$ cat src/rtl/spongent_sponge_ctrl_pkg.sv
// Shared constants and state encoding for the Spongent sponge-mode controller.
package spongent_sponge_ctrl_pkg;

  localparam int          B_DEF       = 264;     // sponge state width
  localparam int          R_DEF       = 8;       // rate: one byte per block
  localparam int          HASH_DEF    = 256;     // digest length
  localparam int          IV_W_DEF    = 16;      // round-counter LFSR width
  localparam logic [15:0] IV_INIT_DEF = 16'h00c6;
  localparam int          OCNT_W      = 6;       // output block counter width

  typedef enum logic [2:0] {
    ST_IDLE,
    ST_ABSORB,
    ST_PAD,
    ST_PERM,
    ST_GAP,
    ST_SQUEEZE
  } state_t;

endpackage

$ cat src/rtl/spongent_sponge_ctrl_if.sv
// Bundle of the message stream, digest stream and Permute handshake seen by
// the sponge controller. The controller takes the slave side; the byte-stream
// front end together with Permute form the master side.
interface spongent_sponge_ctrl_if
  import spongent_sponge_ctrl_pkg::*;
#(
  parameter int B    = B_DEF,
  parameter int R    = R_DEF,
  parameter int IV_W = IV_W_DEF
);

  logic            start;
  logic            busy;
  logic [R-1:0]    msg_data;
  logic            msg_valid;
  logic            msg_last;
  logic            msg_ready;
  logic            perm_en;
  logic [B-1:0]    perm_state;
  logic [IV_W-1:0] perm_iv;
  logic [IV_W-1:0] perm_inv_iv;
  logic [B-1:0]    perm_result;
  logic            perm_rdy;
  logic [R-1:0]    hash_data;
  logic            hash_valid;
  logic            hash_last;
  logic            hash_ready;

  modport slave (
    input  start, msg_data, msg_valid, msg_last, perm_result, perm_rdy, hash_ready,
    output busy, msg_ready, perm_en, perm_state, perm_iv, perm_inv_iv,
           hash_data, hash_valid, hash_last
  );

  modport master (
    output start, msg_data, msg_valid, msg_last, perm_result, perm_rdy, hash_ready,
    input  busy, msg_ready, perm_en, perm_state, perm_iv, perm_inv_iv,
           hash_data, hash_valid, hash_last
  );

endinterface

$ cat src/rtl/spongent_sponge_ctrl.sv
// Sponge-mode controller for the Spongent hash: owns the sponge state,
// absorbs message bytes with 10* padding, drives the Permute en/rdy
// handshake and squeezes the digest out one rate block at a time.
module spongent_sponge_ctrl
  import spongent_sponge_ctrl_pkg::*;
#(
  parameter int              B       = B_DEF,
  parameter int              R       = R_DEF,
  parameter int              HASH    = HASH_DEF,
  parameter int              IV_W    = IV_W_DEF,
  parameter logic [IV_W-1:0] IV_INIT = IV_W'(IV_INIT_DEF)
) (
  input  logic                   clk,
  input  logic                   rst,
  spongent_sponge_ctrl_if.slave  bus
);

  localparam int                NOUT      = HASH / R;
  localparam logic [OCNT_W-1:0] OCNT_LAST = OCNT_W'(NOUT - 1);
  // 10* padding of a full block: a single leading one in the top rate bit.
  localparam logic [R-1:0]      PAD_BLK   = {1'b1, {(R-1){1'b0}}};

  state_t            state;
  logic [B-1:0]      s;
  logic              last_f;
  logic              pad_f;
  logic [OCNT_W-1:0] ocnt;

  logic              busy_q;
  logic              msg_ready_q;
  logic              perm_en_q;
  logic              hash_valid_q;
  logic              hash_last_q;
  logic [R-1:0]      hash_data_q;

  // Sponge sequencer: state, sponge register, flags and registered outputs.
  // NOTE: non-blocking assignments throughout so every register samples the
  // values of the previous cycle regardless of statement order.
  always_ff @(posedge clk) begin
    if (!rst) begin
      // NOTE: the wide sponge state is cleared on reset too, so that
      // perm_state and the digest path never expose a previous message.
      state        <= ST_IDLE;
      s            <= '0;
      last_f       <= 1'b0;
      pad_f        <= 1'b0;
      ocnt         <= '0;
      busy_q       <= 1'b0;
      msg_ready_q  <= 1'b0;
      perm_en_q    <= 1'b0;
      hash_valid_q <= 1'b0;
      hash_last_q  <= 1'b0;
      hash_data_q  <= '0;
    end else begin
      case (state)
        ST_IDLE: begin
          if (bus.start) begin
            s           <= '0;
            last_f      <= 1'b0;
            pad_f       <= 1'b0;
            ocnt        <= '0;
            busy_q      <= 1'b1;
            msg_ready_q <= 1'b1;
            state       <= ST_ABSORB;
          end
        end

        ST_ABSORB: begin
          if (bus.msg_valid) begin
            s[R-1:0]    <= s[R-1:0] ^ bus.msg_data;
            last_f      <= bus.msg_last;
            msg_ready_q <= 1'b0;
            perm_en_q   <= 1'b1;
            state       <= ST_PERM;
          end
        end

        ST_PAD: begin
          s[R-1:0]  <= s[R-1:0] ^ PAD_BLK;
          pad_f     <= 1'b1;
          perm_en_q <= 1'b1;
          state     <= ST_PERM;
        end

        ST_PERM: begin
          // perm_state is the S register itself, so it stays put until rdy.
          if (bus.perm_rdy) begin
            s         <= bus.perm_result;
            perm_en_q <= 1'b0;
            state     <= ST_GAP;
          end
        end

        ST_GAP: begin
          // One cycle with en low so Permute sees a fresh rising edge.
          if (pad_f) begin
            hash_valid_q <= 1'b1;
            hash_data_q  <= s[R-1:0];
            hash_last_q  <= (ocnt == OCNT_LAST);
            state        <= ST_SQUEEZE;
          end else if (last_f) begin
            state <= ST_PAD;
          end else begin
            msg_ready_q <= 1'b1;
            state       <= ST_ABSORB;
          end
        end

        ST_SQUEEZE: begin
          if (bus.hash_ready) begin
            hash_valid_q <= 1'b0;
            hash_last_q  <= 1'b0;
            hash_data_q  <= '0;
            if (ocnt == OCNT_LAST) begin
              busy_q <= 1'b0;
              state  <= ST_IDLE;
            end else begin
              ocnt      <= ocnt + OCNT_W'(1);
              perm_en_q <= 1'b1;
              state     <= ST_PERM;
            end
          end
        end

        default: begin
          state <= ST_IDLE;
        end
      endcase
    end
  end

  assign bus.busy        = busy_q;
  assign bus.msg_ready   = msg_ready_q;
  assign bus.perm_en     = perm_en_q;
  assign bus.perm_state  = s;
  assign bus.perm_iv     = IV_INIT;
  assign bus.perm_inv_iv = '0;
  assign bus.hash_data   = hash_data_q;
  assign bus.hash_valid  = hash_valid_q;
  assign bus.hash_last   = hash_last_q;

endmodule

$ cat src/flat_wrapper.sv
// flat-port wrapper written by rule: the top's interface ports become plain ports
module spongent_sponge_ctrl_flat import spongent_sponge_ctrl_pkg::*;
#(
  parameter int              B       = B_DEF,
  parameter int              R       = R_DEF,
  parameter int              HASH    = HASH_DEF,
  parameter int              IV_W    = IV_W_DEF,
  parameter logic [IV_W-1:0] IV_INIT = IV_W'(IV_INIT_DEF)
)
  (clk, rst, bus_start, bus_msg_data, bus_msg_valid, bus_msg_last, bus_perm_result, bus_perm_rdy, bus_hash_ready, bus_busy, bus_msg_ready, bus_perm_en, bus_perm_state, bus_perm_iv, bus_perm_inv_iv, bus_hash_data, bus_hash_valid, bus_hash_last);
  spongent_sponge_ctrl_if #(.B(B), .R(R), .IV_W(IV_W)) bus_i ();
  input  logic clk;
  input  logic rst;
  input wire logic [$bits(bus_i.start)-1:0] bus_start;
  input wire logic [$bits(bus_i.msg_data)-1:0] bus_msg_data;
  input wire logic [$bits(bus_i.msg_valid)-1:0] bus_msg_valid;
  input wire logic [$bits(bus_i.msg_last)-1:0] bus_msg_last;
  input wire logic [$bits(bus_i.perm_result)-1:0] bus_perm_result;
  input wire logic [$bits(bus_i.perm_rdy)-1:0] bus_perm_rdy;
  input wire logic [$bits(bus_i.hash_ready)-1:0] bus_hash_ready;
  output wire logic [$bits(bus_i.busy)-1:0] bus_busy;
  output wire logic [$bits(bus_i.msg_ready)-1:0] bus_msg_ready;
  output wire logic [$bits(bus_i.perm_en)-1:0] bus_perm_en;
  output wire logic [$bits(bus_i.perm_state)-1:0] bus_perm_state;
  output wire logic [$bits(bus_i.perm_iv)-1:0] bus_perm_iv;
  output wire logic [$bits(bus_i.perm_inv_iv)-1:0] bus_perm_inv_iv;
  output wire logic [$bits(bus_i.hash_data)-1:0] bus_hash_data;
  output wire logic [$bits(bus_i.hash_valid)-1:0] bus_hash_valid;
  output wire logic [$bits(bus_i.hash_last)-1:0] bus_hash_last;
  assign bus_i.start = bus_start;
  assign bus_i.msg_data = bus_msg_data;
  assign bus_i.msg_valid = bus_msg_valid;
  assign bus_i.msg_last = bus_msg_last;
  assign bus_i.perm_result = bus_perm_result;
  assign bus_i.perm_rdy = bus_perm_rdy;
  assign bus_i.hash_ready = bus_hash_ready;
  assign bus_busy = bus_i.busy;
  assign bus_msg_ready = bus_i.msg_ready;
  assign bus_perm_en = bus_i.perm_en;
  assign bus_perm_state = bus_i.perm_state;
  assign bus_perm_iv = bus_i.perm_iv;
  assign bus_perm_inv_iv = bus_i.perm_inv_iv;
  assign bus_hash_data = bus_i.hash_data;
  assign bus_hash_valid = bus_i.hash_valid;
  assign bus_hash_last = bus_i.hash_last;
  spongent_sponge_ctrl #(.B(B), .R(R), .HASH(HASH), .IV_W(IV_W), .IV_INIT(IV_INIT)) u_core (.clk(clk), .rst(rst), .bus(bus_i));
endmodule
$ cat config.mk
export PLATFORM = sky130hd
export DESIGN_NAME = spongent_sponge_ctrl_flat
export DESIGN_NICKNAME = d
export VERILOG_FILES = /design/src/rtl/spongent_sponge_ctrl_pkg.sv /design/src/rtl/spongent_sponge_ctrl_if.sv /design/src/rtl/spongent_sponge_ctrl.sv /design/src/flat_wrapper.sv
export SDC_FILE = /design/constraint.sdc
export NUM_CORES = 1
export LEC_CHECK = 0
export ABC_AREA = 0
export CORE_AREA = 2 2 228 230
export CTS_CLUSTER_SIZE = 28
export DETAILED_ROUTE_END_ITERATION = 10
export DIE_AREA = 0 0 230 232
export SYNTH_ARGS = -nofsm -noshare
export SYNTH_HDL_FRONTEND = slang
export SYNTH_SLANG_ARGS = --single-unit
$ cat constraint.sdc
create_clock -name clk -period 4.27 [get_ports clk]
set_input_delay 0.427 -clock clk [delete_from_list [all_inputs] [get_ports clk]]
set_output_delay 0.427 -clock clk [all_outputs]
set_load 0.03 [all_outputs]
==> out/results.tsv <==
stage	metric	value	unit
clock_network	Clock Latency Late Sink	0.52	ns
clock_network	Clock Tree Root	clkbuf_16	
floorplan	core area	50900	µm²
synth	register area share after synthesis	0.515	
worst_hold_path	hold path startpoint	u_core.bus.perm_state[70]$_SDFFE_PN0P_	
critical_path	crit path DAT	3.07	ns
timing	final hold viol count	0	
clock_network	CTS clk-pin slew, worst paths	0.06	ns
synth	Async SR Flop Fraction	0	
timing	setup TNS	0	ns
clock_network	post-cts hold buffer count	0	
drt	Pre-antenna DRT Iters	5	
synth	largest family of logic cells by synthesized area	simple AND/OR/NAND/NOR gates	
critical_path	crit path max fanout	48	
finish	n_diodes	0	
timing	WHS	0.449	ns
placement	RD Place Congestion	0.839	
power_and_ir_drop	worst vdd ir	0.534	mV
critical_path	reg2reg start	u_core.state[0]$_SDFFE_PN0P_	
power_and_ir_drop	Combinational Power Share	0.296	
synth	Synth Area in Compound Gates	0.160	
synth	Syn. warnings	0	
grt	largest net degree at the start of global routing	156	
grt	first-pass GRT wire length	61.1	mm
synth	Avg Inst Size Synth	8.08	µm²
grt	vias in the first global route	11000	
floorplan	Top Ports	588	
critical_path	Bufs and invs on worst path	3	
synth	Mapped Area	11200	µm²
critical_path	flop-to-flop setup slack	1.65	ns
placement	port bufs	555	
power_and_ir_drop	Clk network pwr share	0.355	
critical_path	r2r endpoint	u_core.bus.perm_state[72]$_SDFFE_PN0P_	
drt	Routed WL per cell	15.6	µm
timing	Worst-Margin Slew	1.04	ns
grt	gr usage total	0.140	
clock_network	Num CTS Buffers	35	
synth	synthesized flop and latch total	288	
synth	Simple-Gate Fraction of Synth Area	0.237	
synth	mux cell area share after synthesis	0.00458	
finish	Post-Layout Cell Count	2576	
floorplan	Die H	232	µm
timing	final setup fails	0	
clock_network	CTS tree	yes	
finish	P&R area growth vs syn	63.8	%
power_and_ir_drop	P per Cell Area	466	nW/µm²
power_and_ir_drop	Sw Share	0.347	
grt	grt total ovfl	0	
synth	synth unique cells	55	
timing	Slew headroom	0.295	
drt	vias per cell	4.48	
clock_network	CTS Sinks	288	
timing	fin crit share	0.614	
floorplan	initial core utilization	0.220	
critical_path	Crit path required time	4.71	ns
finish	nets@finish	2150	
placement	hpwl dp	27.4	mm
critical_path	Setup crit end	u_core.bus.perm_state[72]$_SDFFE_PN0P_	
finish	layout cells sized above 1	0.0459	
timing	final worst slack	1.65	ns
power_and_ir_drop	leakage power	5.99	nW
timing	fmax	0.381	GHz
drt	drt initial violations	497	
placement	Place WS	1.37	ns
critical_path	Critical Path Sink Type	flip-flop	
drt	antenna-violating nets left	0	
critical_path	Cell Chain, Critical Path	buf_4, nor2b_1, and2_4, buf_12, buf_12, nand3_1, a21oi_1	
finish	fill cell count	5197	
grt	antenna violations before repair	2	
drt	via count of the routed design	11600	
timing	Tmin final	2.62	ns
synth	cell count after synthesis	1387	
timing	RSZ-0062 raised after global routing	no	
synth	EDFF count, synth	0	
synth	post-synthesis xor/xnor area fraction	0.000782	
power_and_ir_drop	switching power	2.96	mW
critical_path	WP depth	7	
clock_network	H-tree level count	2	
synth	Synth Flop Type	dfxtp_1	
power_and_ir_drop	Pint	5.59	mW
timing	Slew Limit Fails	0	
critical_path	Most common cell on crit path	buf_12	
floorplan	width of the die	230	µm
flow_run	Max-cap violations	0	
synth	Adder-Cell Fraction of Synth Area	0.00112	
critical_path	CP max-delay cell	dfxtp_1	
clock_network	clk buf depth	3	
drt	DRT Wirelength	40.1	mm
placement	Cell Count Post-Placement	2513	
critical_path	Crit. Startpoint	u_core.state[0]$_SDFFE_PN0P_	
critical_path	R2R depth	7	
clock_network	Post-CTS Setup Inserts	0	
timing	clk_skew	0.00918	ns
power_and_ir_drop	sequential power share	0.348	
critical_path	CP peak stage delay	0.56	ns
floorplan	die area	53400	µm²
finish	Final Instance Area	18400	µm²
run_status	status	finished, final reports clean	
drt	DR DRC count	0	
clock_network	post-CTS sizing	0	
critical_path	WS Path Type	flip-flop to flip-flop	
floorplan	Cell Rows	83	
critical_path	Worst Setup Start Kind	flip-flop	
critical_path	CP top delay family	simple AND/OR/NAND/NOR gates	
worst_hold_path	Hold Crit Class	flip-flop to flip-flop	
placement	Placed Area	17200	µm²
metrics by stage:
step | util | power (mW)
3_3_place_gp | 0.338 | 5.55
2_1_floorplan | - | 4.67
4_1_cts | 0.361 | 8.68
6_report | 0.361 | 8.55
5_1_grt | 0.361 | 8.99
3_5_place_dp | 0.338 | 5.58
tightest hold or removal path, cell delays in order (launching register included):
cell,delay [ns]
dfxtp_1,0.30
nand2_1,0.05
a21oi_1,0.05
cells in the mapped netlist (3+ instances only):
| library cell | n | area (µm²) |
|---|---|---|
| nand3_1 | 263 | 1320 |
| dfxtp_1 | 288 | 5770 |
| nor2b_1 | 5 | 31.3 |
| buf_1 | 3 | 11.3 |
| nand2_1 | 264 | 991 |
| a22oi_1 | 18 | 135 |
| buf_6 | 3 | 33.8 |
| clkbuf_1 | 69 | 259 |
| buf_2 | 31 | 155 |
| inv_1 | 6 | 22.5 |
| a21oi_1 | 263 | 1320 |
| mux2i_1 | 4 | 40.0 |
| o31ai_1 | 5 | 37.5 |
| clkbuf_4 | 8 | 60.1 |
| nor2_1 | 25 | 93.8 |
| buf_4 | 49 | 368 |
| o21ai_0 | 20 | 100 |
| nor3_1 | 11 | 55.1 |
| or3_1 | 6 | 37.5 |
how the worst min path moves through the flow:
stage,to,slack [ns],cells past startpoint
final,u_core.bus.perm_state[70]$_SDFFE_PN0P_,0.45,2
after global routing,u_core.bus.perm_state[40]$_SDFFE_PN0P_,0.44,3
after CTS,u_core.bus.perm_state[261]$_SDFFE_PN0P_,0.42,3
after detailed placement,u_core.bus.perm_state[32]$_SDFFE_PN0P_,0.44,2
after global placement,u_core.bus.perm_state[227]$_SDFFE_PN0P_,0.44,2
after floorplan,u_core.ocnt[2]$_SDFFE_PN0P_,0.46,2
layer usage:
layer	global-route usage	up-vias	wire length, µm
met5	0	-	24
met4	0.0474	4	1010
met3	0.0491	64	3480
met2	0.235	447	19200
met1	0.167	5372	16400
li1	-	5666	-
cells in the final DEF (no fill, tap or decap), types with 13 or more instances in the layout:
master           count
nand2_1            264
conb_1              32
dfxtp_1            288
nor2_1              25
o21ai_0             20
nand3_1            263
a22oi_1             18
clkbuf_16           37
clkdlybuf4s50_1    555
buf_4               13
a21oi_1            263
cell families after synthesis:
family / after synthesis
buf+inv: 169
fa+ha+maj: 1
simple gates: 590
other cells: 2
compound gates: 331
mux: 5
flops: 288
xor+xnor: 1
sequential cells by signal, summed over array words and instances, names as in the netlist:
register and count:
u_core.bus.perm_state 264, u_core.bus.hash_data 8, u_core.ocnt 6, u_core.state 3
u_core.bus.busy 1, u_core.bus.hash_last 1, u_core.bus.hash_valid 1, u_core.bus.msg_ready 1
u_core.bus.perm_en 1, u_core.last_f 1, u_core.pad_f 1
final cells by class:
cell class              instances  area, µm²  share of cell area
clock inverters                12        140             0.00763
flip-flops and latches        288       5770               0.314
well taps                     680        851              0.0464
inverters                       6       30.0             0.00164
clock buffers                  51       1040              0.0566
repair buffers                579       5870               0.320
multi-input cells             960       4660               0.254
power groups by stage:
stage	registers, mW	logic (mW)	clock network, mW
after global placement	3.03	2.52	0
final	2.98	2.54	3.04
after floorplan	3.22	1.44	0
after CTS	2.98	2.55	3.15
after detailed placement	3.03	2.55	0
after global routing	3.00	2.74	3.25
No activity file was read; power rests on OpenSTA's default activity.
